==> config.mk <==
export PLATFORM = sky130hd
export DESIGN_NAME = inst_fetch
export DESIGN_NICKNAME = d
export VERILOG_FILES = /design/src/rtl/inst_fetch_pkg.sv /design/src/rtl/inst_fetch.sv
export SDC_FILE = /design/constraint.sdc
export NUM_CORES = 1
export LEC_CHECK = 0
export CORE_ASPECT_RATIO = 1.2
export CORE_UTILIZATION = 45
export CTS_CLUSTER_DIAMETER = 100
export DETAILED_ROUTE_END_ITERATION = 8
export PLACE_DENSITY = 0.81
export SKIP_LAST_GASP = 1
export SYNTH_ARGS = -nofsm -noshare
export SYNTH_HDL_FRONTEND = slang
export SYNTH_SLANG_ARGS = --single-unit
==> constraint.sdc <==
create_clock -name clk -period 3 [get_ports clk]
set_input_delay 0.6 -clock clk [delete_from_list [all_inputs] [get_ports clk]]
set_output_delay 0.6 -clock clk [all_outputs]
set_load 0.05 [all_outputs]
==> src/rtl/inst_fetch_pkg.sv <==
// Shared types and constants for the instruction fetch unit.
//   INST_ADDR_W / INST_W : instruction address and instruction word widths
//   RST_ENABLE           : level of rst that resets the block
//   if_state_e           : fetch FSM encoding (IF_FETCH, IF_OUT)
package inst_fetch_pkg;

  localparam int INST_ADDR_W = 32;
  localparam int INST_W      = 32;

  localparam logic RST_ENABLE = 1'b1;
  localparam logic TRUE       = 1'b1;
  localparam logic FALSE      = 1'b0;

  typedef enum logic {
    IF_FETCH = 1'b0,
    IF_OUT   = 1'b1
  } if_state_e;

endpackage

==> src/rtl/inst_fetch.sv <==
// Instruction fetch unit: builds each 32-bit instruction from four
// little-endian byte reads on a shared byte-wide memory port and hands it
// to decode with a valid flag, honouring stall and jump redirects.
//
// Ports
//   clk, rst         : clock, synchronous active-high reset
//   stall_i          : decode cannot accept the presented instruction
//   jump_i           : redirect to jump_addr_i (flushes the current fetch)
//   jump_addr_i      : redirect target PC
//   mem_req_o        : byte read request (combinational)
//   mem_addr_o       : byte address of the request (combinational)
//   mem_grant_i      : request accepted this cycle
//   mem_rdata_i      : read byte, valid the cycle after a grant
//   pc_o, inst_o     : delivered PC / instruction word (registered)
//   inst_valid_o     : pc_o/inst_o hold an undelivered instruction
//
// State | meaning
//   IF_FETCH | issuing byte reads and collecting returned bytes
//   IF_OUT   | full word presented, waiting for decode to accept it
module inst_fetch
  import inst_fetch_pkg::*;
#(
  parameter logic [INST_ADDR_W-1:0] RESET_PC = 32'h0
) (
  input  logic                   clk,
  input  logic                   rst,
  input  logic                   stall_i,
  input  logic                   jump_i,
  input  logic [INST_ADDR_W-1:0] jump_addr_i,
  output logic                   mem_req_o,
  output logic [INST_ADDR_W-1:0] mem_addr_o,
  input  logic                   mem_grant_i,
  input  logic [7:0]             mem_rdata_i,
  output logic [INST_ADDR_W-1:0] pc_o,
  output logic [INST_W-1:0]      inst_o,
  output logic                   inst_valid_o
);

  if_state_e              state_q, state_d;
  logic [INST_ADDR_W-1:0] pc_q, pc_d;
  logic [2:0]             icnt_q, icnt_d;
  logic [2:0]             rcnt_q, rcnt_d;
  logic [23:0]            buf_q, buf_d;
  logic                   rd_pend_q, rd_pend_d;
  logic [INST_ADDR_W-1:0] pc_o_q, pc_o_d;
  logic [INST_W-1:0]      inst_q, inst_d;
  logic                   valid_q, valid_d;
  logic                   req;

  always_comb begin
    state_d   = state_q;
    pc_d      = pc_q;
    icnt_d    = icnt_q;
    rcnt_d    = rcnt_q;
    buf_d     = buf_q;
    rd_pend_d = FALSE;
    pc_o_d    = pc_o_q;
    inst_d    = inst_q;
    valid_d   = valid_q;
    req       = FALSE;

    unique case (state_q)
      IF_FETCH: begin
        // Request is also held low while rst is asserted so nothing is
        // issued in the reset cycle itself.
        req = (icnt_q < 3'd4) && !jump_i && (rst != RST_ENABLE);
        if (req && mem_grant_i) begin
          icnt_d    = icnt_q + 3'd1;
          rd_pend_d = TRUE;
        end
        if (rd_pend_q) begin
          rcnt_d = rcnt_q + 3'd1;
          case (rcnt_q)
            3'd0:    buf_d[7:0]   = mem_rdata_i;
            3'd1:    buf_d[15:8]  = mem_rdata_i;
            3'd2:    buf_d[23:16] = mem_rdata_i;
            default: begin
              inst_d  = {mem_rdata_i, buf_q};
              pc_o_d  = pc_q;
              valid_d = TRUE;
              state_d = IF_OUT;
            end
          endcase
        end
      end
      IF_OUT: begin
        if (!stall_i) begin
          valid_d = FALSE;
          pc_d    = pc_q + 32'd4;
          icnt_d  = 3'd0;
          rcnt_d  = 3'd0;
          state_d = IF_FETCH;
        end
      end
      default: state_d = IF_FETCH;
    endcase

    // A redirect wins over delivery and stall; clearing rd_pend drops the
    // byte still in flight from before the jump.
    if (jump_i) begin
      pc_d      = jump_addr_i;
      icnt_d    = 3'd0;
      rcnt_d    = 3'd0;
      rd_pend_d = FALSE;
      valid_d   = FALSE;
      state_d   = IF_FETCH;
    end
  end

  always_ff @(posedge clk) begin
    if (rst == RST_ENABLE) begin
      state_q   <= IF_FETCH;
      pc_q      <= RESET_PC;
      icnt_q    <= 3'd0;
      rcnt_q    <= 3'd0;
      buf_q     <= 24'd0;
      rd_pend_q <= FALSE;
      pc_o_q    <= '0;
      inst_q    <= '0;
      valid_q   <= FALSE;
    end else begin
      state_q   <= state_d;
      pc_q      <= pc_d;
      icnt_q    <= icnt_d;
      rcnt_q    <= rcnt_d;
      buf_q     <= buf_d;
      rd_pend_q <= rd_pend_d;
      pc_o_q    <= pc_o_d;
      inst_q    <= inst_d;
      valid_q   <= valid_d;
    end
  end

  assign mem_req_o    = req;
  assign mem_addr_o   = pc_q + {29'd0, icnt_q};
  assign pc_o         = pc_o_q;
  assign inst_o       = inst_q;
  assign inst_valid_o = valid_q;

endmodule

### Word level (Yosys, flattened, before mapping)

Cells that the tools add are included.

* bits in registers: 129
* input port bits: 45
* output and inout bits: 98
* logic and storage cells: 61

* add/sub/neg operators: 4
* magnitude comparators: 1
* eq/ne operators: 7
* muxes and demuxes: 18
* bitwise gates (word level): 3
* reductions and logical operators: 17

Operator list (number)
* $mux 32: 3
* $add 32x3->32: 1
* $add 32x3->32 const B: 1
* $reduce_and 3->1: 5
* $pmux 3 s2: 2
* $mux 3: 3
* $mux 1: 8
* $ne 2x2->1 const B: 4
* $add 3x1->3 const B: 2
* $reduce_and 2->1: 3
* $reduce_or 3->1: 2
* $pmux 1 s2: 2
* $eq 3x1->1 const B: 1
* $eq 3x2->1 const B: 1
* $logic_and 1x1->1: 3
* $logic_not 3->1: 1
* $lt 3x3->1 const B: 1
* $not 1->1: 3
* $ne 2x1->1 const B: 1
* $reduce_bool 2->1: 1
* $reduce_or 2->1: 1
* $logic_not 1->1: 1

### Longest topological paths before layout

Gate-level depths: netlist (run 1).

* depth in word-level cells: 6
* mapped depth: 8
* depth with buffers taken out: 6

### Worst setup path after synthesis (run 1)

No wires, ideal clock.

* path type: input to register
* start: input port jump_i
* end: register icnt_q[0]
* setup time: 0.065 ns
* data arrival time: 3.143 ns
* required time: 2.935 ns
* slack: -0.208 ns
* stages: 5
* buffers on the path: 1
* cells stage by stage: clkbuf_1 nor4_1 nand2_1 mux2_2 nor2_1

* word-level cells in the longest chain between the ends: 6
* elaborated cells between the ends (all ways): 7
* classes of those cells: 1 x eq/ne; 6 x reduce/logical

Ends and longest elaborated chain
* start, declared: RTL line inst_fetch.sv:28 `input logic jump_i,`
* $logic_not 1->1: RTL line inst_fetch.sv:66 `req = (icnt_q < 3'd4) && !jump_i && (rst != RST_ENABLE);`
* $logic_and 1x1->1 (2 in series): RTL line inst_fetch.sv:66
* $logic_and 1x1->1: RTL line inst_fetch.sv:67 `if (req && mem_grant_i) begin`
* $ne 2x2->1 (no source line)
* $reduce_and 2->1 (no source line)
* end signal, assigned: RTL line inst_fetch.sv:124 `icnt_q <= icnt_d;`
* end, declared: RTL line inst_fetch.sv:41 `logic [2:0] icnt_q, icnt_d;`

Parallel ways exist; a longest one is shown, timed or not.
A chain may end at the register's enable or synchronous reset.

### Worst setup path after layout (run 1)

* start: register icnt_q[0]
* end: output port mem_addr_o[14]

* word-level cells in the longest chain between the ends: 1

Ends and longest elaborated chain
* $add 32x3->32: RTL line inst_fetch.sv:135 `assign mem_addr_o = pc_q + {29'd0, icnt_q};`
* end, declared: RTL line inst_fetch.sv:31 `output logic [INST_ADDR_W-1:0] mem_addr_o,`

No other way between the ends.

==> flow_summary.toml, run 1 <==
[route]
ant_nets = 0
wl_per_cell_um = 16.1
drt-vias-per-instance = 5.48
num_vias = 5770
drc_errors = 0
first_pass_iters = 7
drtIter0Drc = 279
wl_um = 17000

[min_path]
min_from = "inst_o[29]"
min_path_type = "reg2reg"
whs_path_depth = 2

[finish]
area_growth_pct = 43.2
fin_util_pct = 67.0
drive_gt1_share_pct = 14.6
insertedDiodeCount = 0
nets = 931

[status]
status = "complete, no violations"

[timing]
layout_setup_ws_ps = 53.5
hold_viol = 0
setup_viol = 0
worstMarginPinSlew_ps = 768
finalMaxSlewViolations = 0
slew_headroom_pct = 48.6
skew_ps = 12.9
layout_min_cycle_time_ps = 2950
timing.fmax_mhz = 339
layout_worst_path_cycle_share_pct = 98.2

[power]
p_leak_nw = 3.06
powerDensity_nw_per_um2 = 509
ir_drop_uv = 341

[critical_path]
cp-start-kind = "flop"
crit_fanout = 4
rr_startpoint = "pc_q[16]"
worst_setup_path_end_kind = "output pin"
reg2reg_slack_ps = 840
startpoint = "icnt_q[0]"
r2r_cells = 5
arrival_ps = 2350
critPathRequiredTime_ps = 2400
critical_path_class = "reg2out"

[clock_tree]
clk_pin_slew_ps = 60
root_buffer = "clkbuf_16"
cts_hold_buf = 0
cts.sinks = 129
h-tree-depth = 4
clock_latency_ps = 430
clockBufferDepth = 2
cts_tree = "yes"
cts_buffers = 17

[job]
max_cap_violations = 0

[logic_synthesis]
muxShareOfSynthArea_pct = 1.86
synthAdderAreaFrac_pct = 2.22
yosysWarnings = 0
synth.distinct_cells = 56
syn_area_per_cell_um2 = 7.93
ys_seq_elements = 129
syn-cell-area_um2 = 5970
yosys-top-cells-area = "dfxtp_1 43%, nand2_1 12%, a21oi_1 7.8%"
synth-simple-area-share_pct = 26.3
synthFlopType = "dfxtp_1"
ys_async_sr_fraction_pct = 0
synth_top_area_share_pct = 43.2
synth_edf_count = 0
postSynthCellCount = 753
synth_top_family_by_area = "simple AND/OR/NAND/NOR gates"
syn_nets = 808
yosysSeqAreaShare_pct = 43.2
synth-compound-area-share_pct = 14.6
synthXorXnorAreaFrac_pct = 6.16
netlist.top_cell.by_area = "dfxtp_1"

[grt]
antenna_found_initial = 0
grt_max_degree = 84
grt_pass1_vias = 5486
grt_pass1_wl_um = 26900
grtUsageTotal_pct = 25.1
overflow = 0

[place]
dp_hpwl_um = 11500
gp_congestion = 0.894
port_buffers = 142
pre_cts_ws_ps = 341

[floorplanning]
die_x_um = 107
rows = 45
dieArea_um2 = 13700
core-area_um2 = 12800
die_h_um = 128
initial_core_util_pct = 46.7
top_level_ports = 143
[layout by cell type (no fill, tap or decap), types with 13 or more instances in the layout]
cell type / count
a21oi_1: 91
buf_12: 28
buf_4: 27
clkbuf_16: 17
clkdlybuf4s50_1: 110
dfxtp_1: 120
inv_1: 17
nand2_1: 191
nand3_1: 14
nand4_1: 15
nor2_1: 44
nor3_1: 13
xnor2_1: 24
[final cells by class]
cell class | count | area [um^2]
Fill cell | 1014 | 4220
Sequential cell | 129 | 2590
Timing Repair Buffer | 168 | 1940
Multi-Input combinational cell | 543 | 3170
Clock inverter | 15 | 158
Clock buffer | 17 | 425
Tap cell | 164 | 205
Inverter | 17 | 63.8
[cells in the mapped netlist, drive strengths merged (2+ instances only)]
cell     number
clkbuf       37
buf          27
xor2         13
or4           2
ha            9
inv          17
nor3         14
xnor2        29
o21ai         7
and2          6
a21oi        93
dfxtp       129
nor4          8
a311oi        9
a2111oi       7
or3           5
and4          8
nand3        17
nand3b        3
a221oi        4
mux2i        10
and3          8
a31oi         2
nand4        18
nor2b         6
a211oi       12
nor2         44
nand2       191
[kinds of logic (layout without fill, tap and decap cells)]
logic type	count (synthesis)	in the layout
adder cells (fa/ha/maj)	10	10
multiplexers	11	11
AND/OR/NAND/NOR	336	336
AO/OA/AOI/OAI	144	144
XOR/XNOR	42	42
flip-flops	129	129
buffers and inverters	81	217
[timing repair]
action	in CTS	in global routing
setup buffers	0	1
pin swaps	1	4
setup endpoints to repair	9	26
resized for setup	6	24
[power by group]
group,switching (mW),internal (mW)
Clock,0.924,1.12
Combinational,0.271,0.237
Sequential,0.0574,1.75
[per-stage QoR]
| step | power (mW) | std cells | instance area [um^2] | hold slack, ps | setup TNS [ps] |
|---|---|---|---|---|---|
| finish | 4.36 | 1053 | 8560 | 453 | 0 |
| global route | 4.50 | 1053 | 8560 | 472 | -22.5 |
| CTS | 4.36 | 1052 | 8450 | 455 | -0.339 |
| detailed placement | 2.33 | 1020 | 7830 | 449 | 0 |
| global placement | 2.33 | 1020 | 7830 | 437 | 0 |
| floorplan | 2.09 | 753 | 5980 | 431 | 0 |
[final timing paths]
| check | endpoint |
|---|---|
| setup / recovery | mem_addr_o[14] |
| hold / removal | inst_o[29] |
| setup reg to reg | pc_q[23] |
| hold reg to reg | inst_o[29] |
[routing by layer]
| metal | vias to the layer above | track usage [%] | wire length (um) |
|---|---|---|---|
| li1 | 2815 | - | - |
| met1 | 2687 | 29.8 | 6700 |
| met2 | 221 | 41.4 | 8450 |
| met3 | 47 | 7.27 | 1230 |
| met4 | 0 | 12.3 | 584 |
| met5 | - | 0 | 0 |
[state kept, by name (all words and copies together) (netlist names)]
register / count
buf_q: 24
icnt_q: 3
inst_o: 32
inst_valid_o: 1
pc_o: 32
pc_q: 32
rcnt_q: 3
rd_pend_q: 1
state_q: 1
[worst max-delay path, cell delays in order (launching register included)]
cell and delay (ps):
dfxtp_2 350, ha_2 200, fa_2 240, a21oi_2 90, or3b_4 440, nor3_2 140
xor2_1 170, bufbuf_16 300
No activity file was read; power rests on OpenSTA's default activity.
==> run 2, diff against run 1 <==
Settings changed: CAP_MARGIN set to 20, DONT_BUFFER_PORTS set to 1, PLACE_DENSITY 0.81 to 0.68.
==> run 2 against run 1 <==
  * Cell area shrank 18%
  * Sequential cell count is the same
  * Power shrank 2.3%
==> flow_summary.toml, run 2 (synthesized netlist as in run 1, its figures left out) <==
[finish]
area_growth_pct = 17.8
layout_common_cells = "191 x nand2_1, 124 x dfxtp_1, 90 x a21oi_1"
stdcell_count = 938
nFillCells = 1172
finalInstanceArea_um2 = 7040
drive_gt1_share_pct = 15.5
layout_commonest_cell = "nand2_1"
nets = 815
fin_util_pct = 55.0

[floorplanning]
top_level_ports = 143
die_x_um = 107
rows = 45
core-area_um2 = 12800
initial_core_util_pct = 46.7
dieArea_um2 = 13700
die_h_um = 128

[clock_tree]
clockBufferDepth = 2
clk_pin_slew_ps = 60
cts_hold_buf = 0
h-tree-depth = 4
cts_buffers = 17
clock_latency_ps = 410
cts_tree = "yes"
cts.sinks = 129
root_buffer = "clkbuf_16"

[power]
ir_drop_uv = 400
p_leak_nw = 2.48
powerDensity_nw_per_um2 = 605

[grt]
overflow = 0
grtUsageTotal_pct = 24.2
grt_max_degree = 128
antenna_found_initial = 1
grt_pass1_wl_um = 26100
grt_pass1_vias = 5232

[timing]
setup_tns_ps = 0
finalMaxSlewViolations = 0
layout_min_cycle_time_ps = 2880
timing.fmax_mhz = 347
setup_viol = 0
slew_headroom_pct = 42.5
layout_worst_path_cycle_share_pct = 96.0
worstMarginPinSlew_ps = 860
hold_viol = 0
rsz0062_at_grt = "yes"
skew_ps = 7.67
layout_setup_ws_ps = 120

[critical_path]
worst_setup_path_end_kind = "output pin"
startpoint = "pc_q[7]"
crit_family = "simple AND/OR/NAND/NOR gates"
cp_slowest_stage_delay_ps = 520
rr_startpoint = "pc_q[7]"
path_cells = "nand3_2 > nor4_1 > buf_4 > nand3_1 > xnor2_1 > buf_4"
crit_fanout = 7
cpMaxStageDelayCell = "dfxtp_1"
critPathRequiredTime_ps = 2400
cp-start-kind = "flop"
critical_path_class = "reg2out"
arrival_ps = 2280
crit_path_frequent_cell = "buf_4"
path_buf_inv = 2

[place]
placedCellCount = 905
pre_cts_ws_ps = 78.9
port_buffers = 0
gp_congestion = 0.914
dp_hpwl_um = 11400
place_area_um2 = 6310

[route]
drtIter0Drc = 379
num_vias = 5373
first_pass_iters = 6
drc_errors = 0
ant_nets = 0
wl_um = 16300
wl_per_cell_um = 17.4
drt-vias-per-instance = 5.73

[min_path]
min_from = "rst"
min_path_type = "in2reg"

[status]
status = "complete, no violations"

[job]
max_cap_violations = 0
==> run 2: final cells by class <==
class | count | area, um^2 | area share [%]
Antenna cell | 1 | 2.50 | 0.0356
Clock buffer | 18 | 439 | 6.24
Clock inverter | 14 | 178 | 2.53
Inverter | 17 | 63.8 | 0.907
Multi-Input combinational cell | 543 | 3170 | 45.0
Sequential cell | 129 | 2590 | 36.8
Tap cell | 164 | 205 | 2.92
Timing Repair Buffer | 52 | 390 | 5.55
==> run 2: worst register-to-register path: stages, from the launching register on <==
cell,delay (ps)
dfxtp_1,520
nand3_2,300
nor4_4,650
a311oi_1,200
a2111oi_0,540
==> run 2: final timing paths <==
kind	endpoint	slack, ps	depth (start not counted)
max	mem_addr_o[31]	120	6
min	inst_o[24]	260	1
max reg2reg	pc_q[15]	630	4
min reg2reg	inst_o[5]	450	2
==> run 2: where the power goes <==
group | internal, mW | total, mW | switching (mW)
logic | 0.111 | 0.310 | 0.198
registers | 1.75 | 1.81 | 0.0621
clock network | 1.34 | 2.14 | 0.797
==> run 2: what timing repair did <==
action | CTS | global route
endpoints found under the hold margin | 0 | 0
pin swaps | 0 | 1
cloned | 0 | 0
setup endpoints to repair | 23 | 23
resized for setup | 6 | 17
buffers inserted | 0 | 0
==> run 2: layer usage <==
layer  up-vias  track usage [%]  wire length (um)
met4         0             9.51               401
met1      2528             27.8              6440
met3        24             6.00              1240
met2       236             42.8              8260
met5         -                0                 0
li1       2585                -                 -
==> run 2: metrics by stage <==
step                      hold slack [ps]  total power, mW
final                                 256             4.26
after global routing                  241             4.39
after CTS                             249             4.29
after detailed placement              441             2.15
after global placement                435             2.14
after floorplan                       431             2.09
==> run 3, diff against run 2 <==
Settings changed: SLEW_MARGIN set to 20.
==> results of run 3 <==
No change in the layout: final DEF, timing and power equal those of run 2.
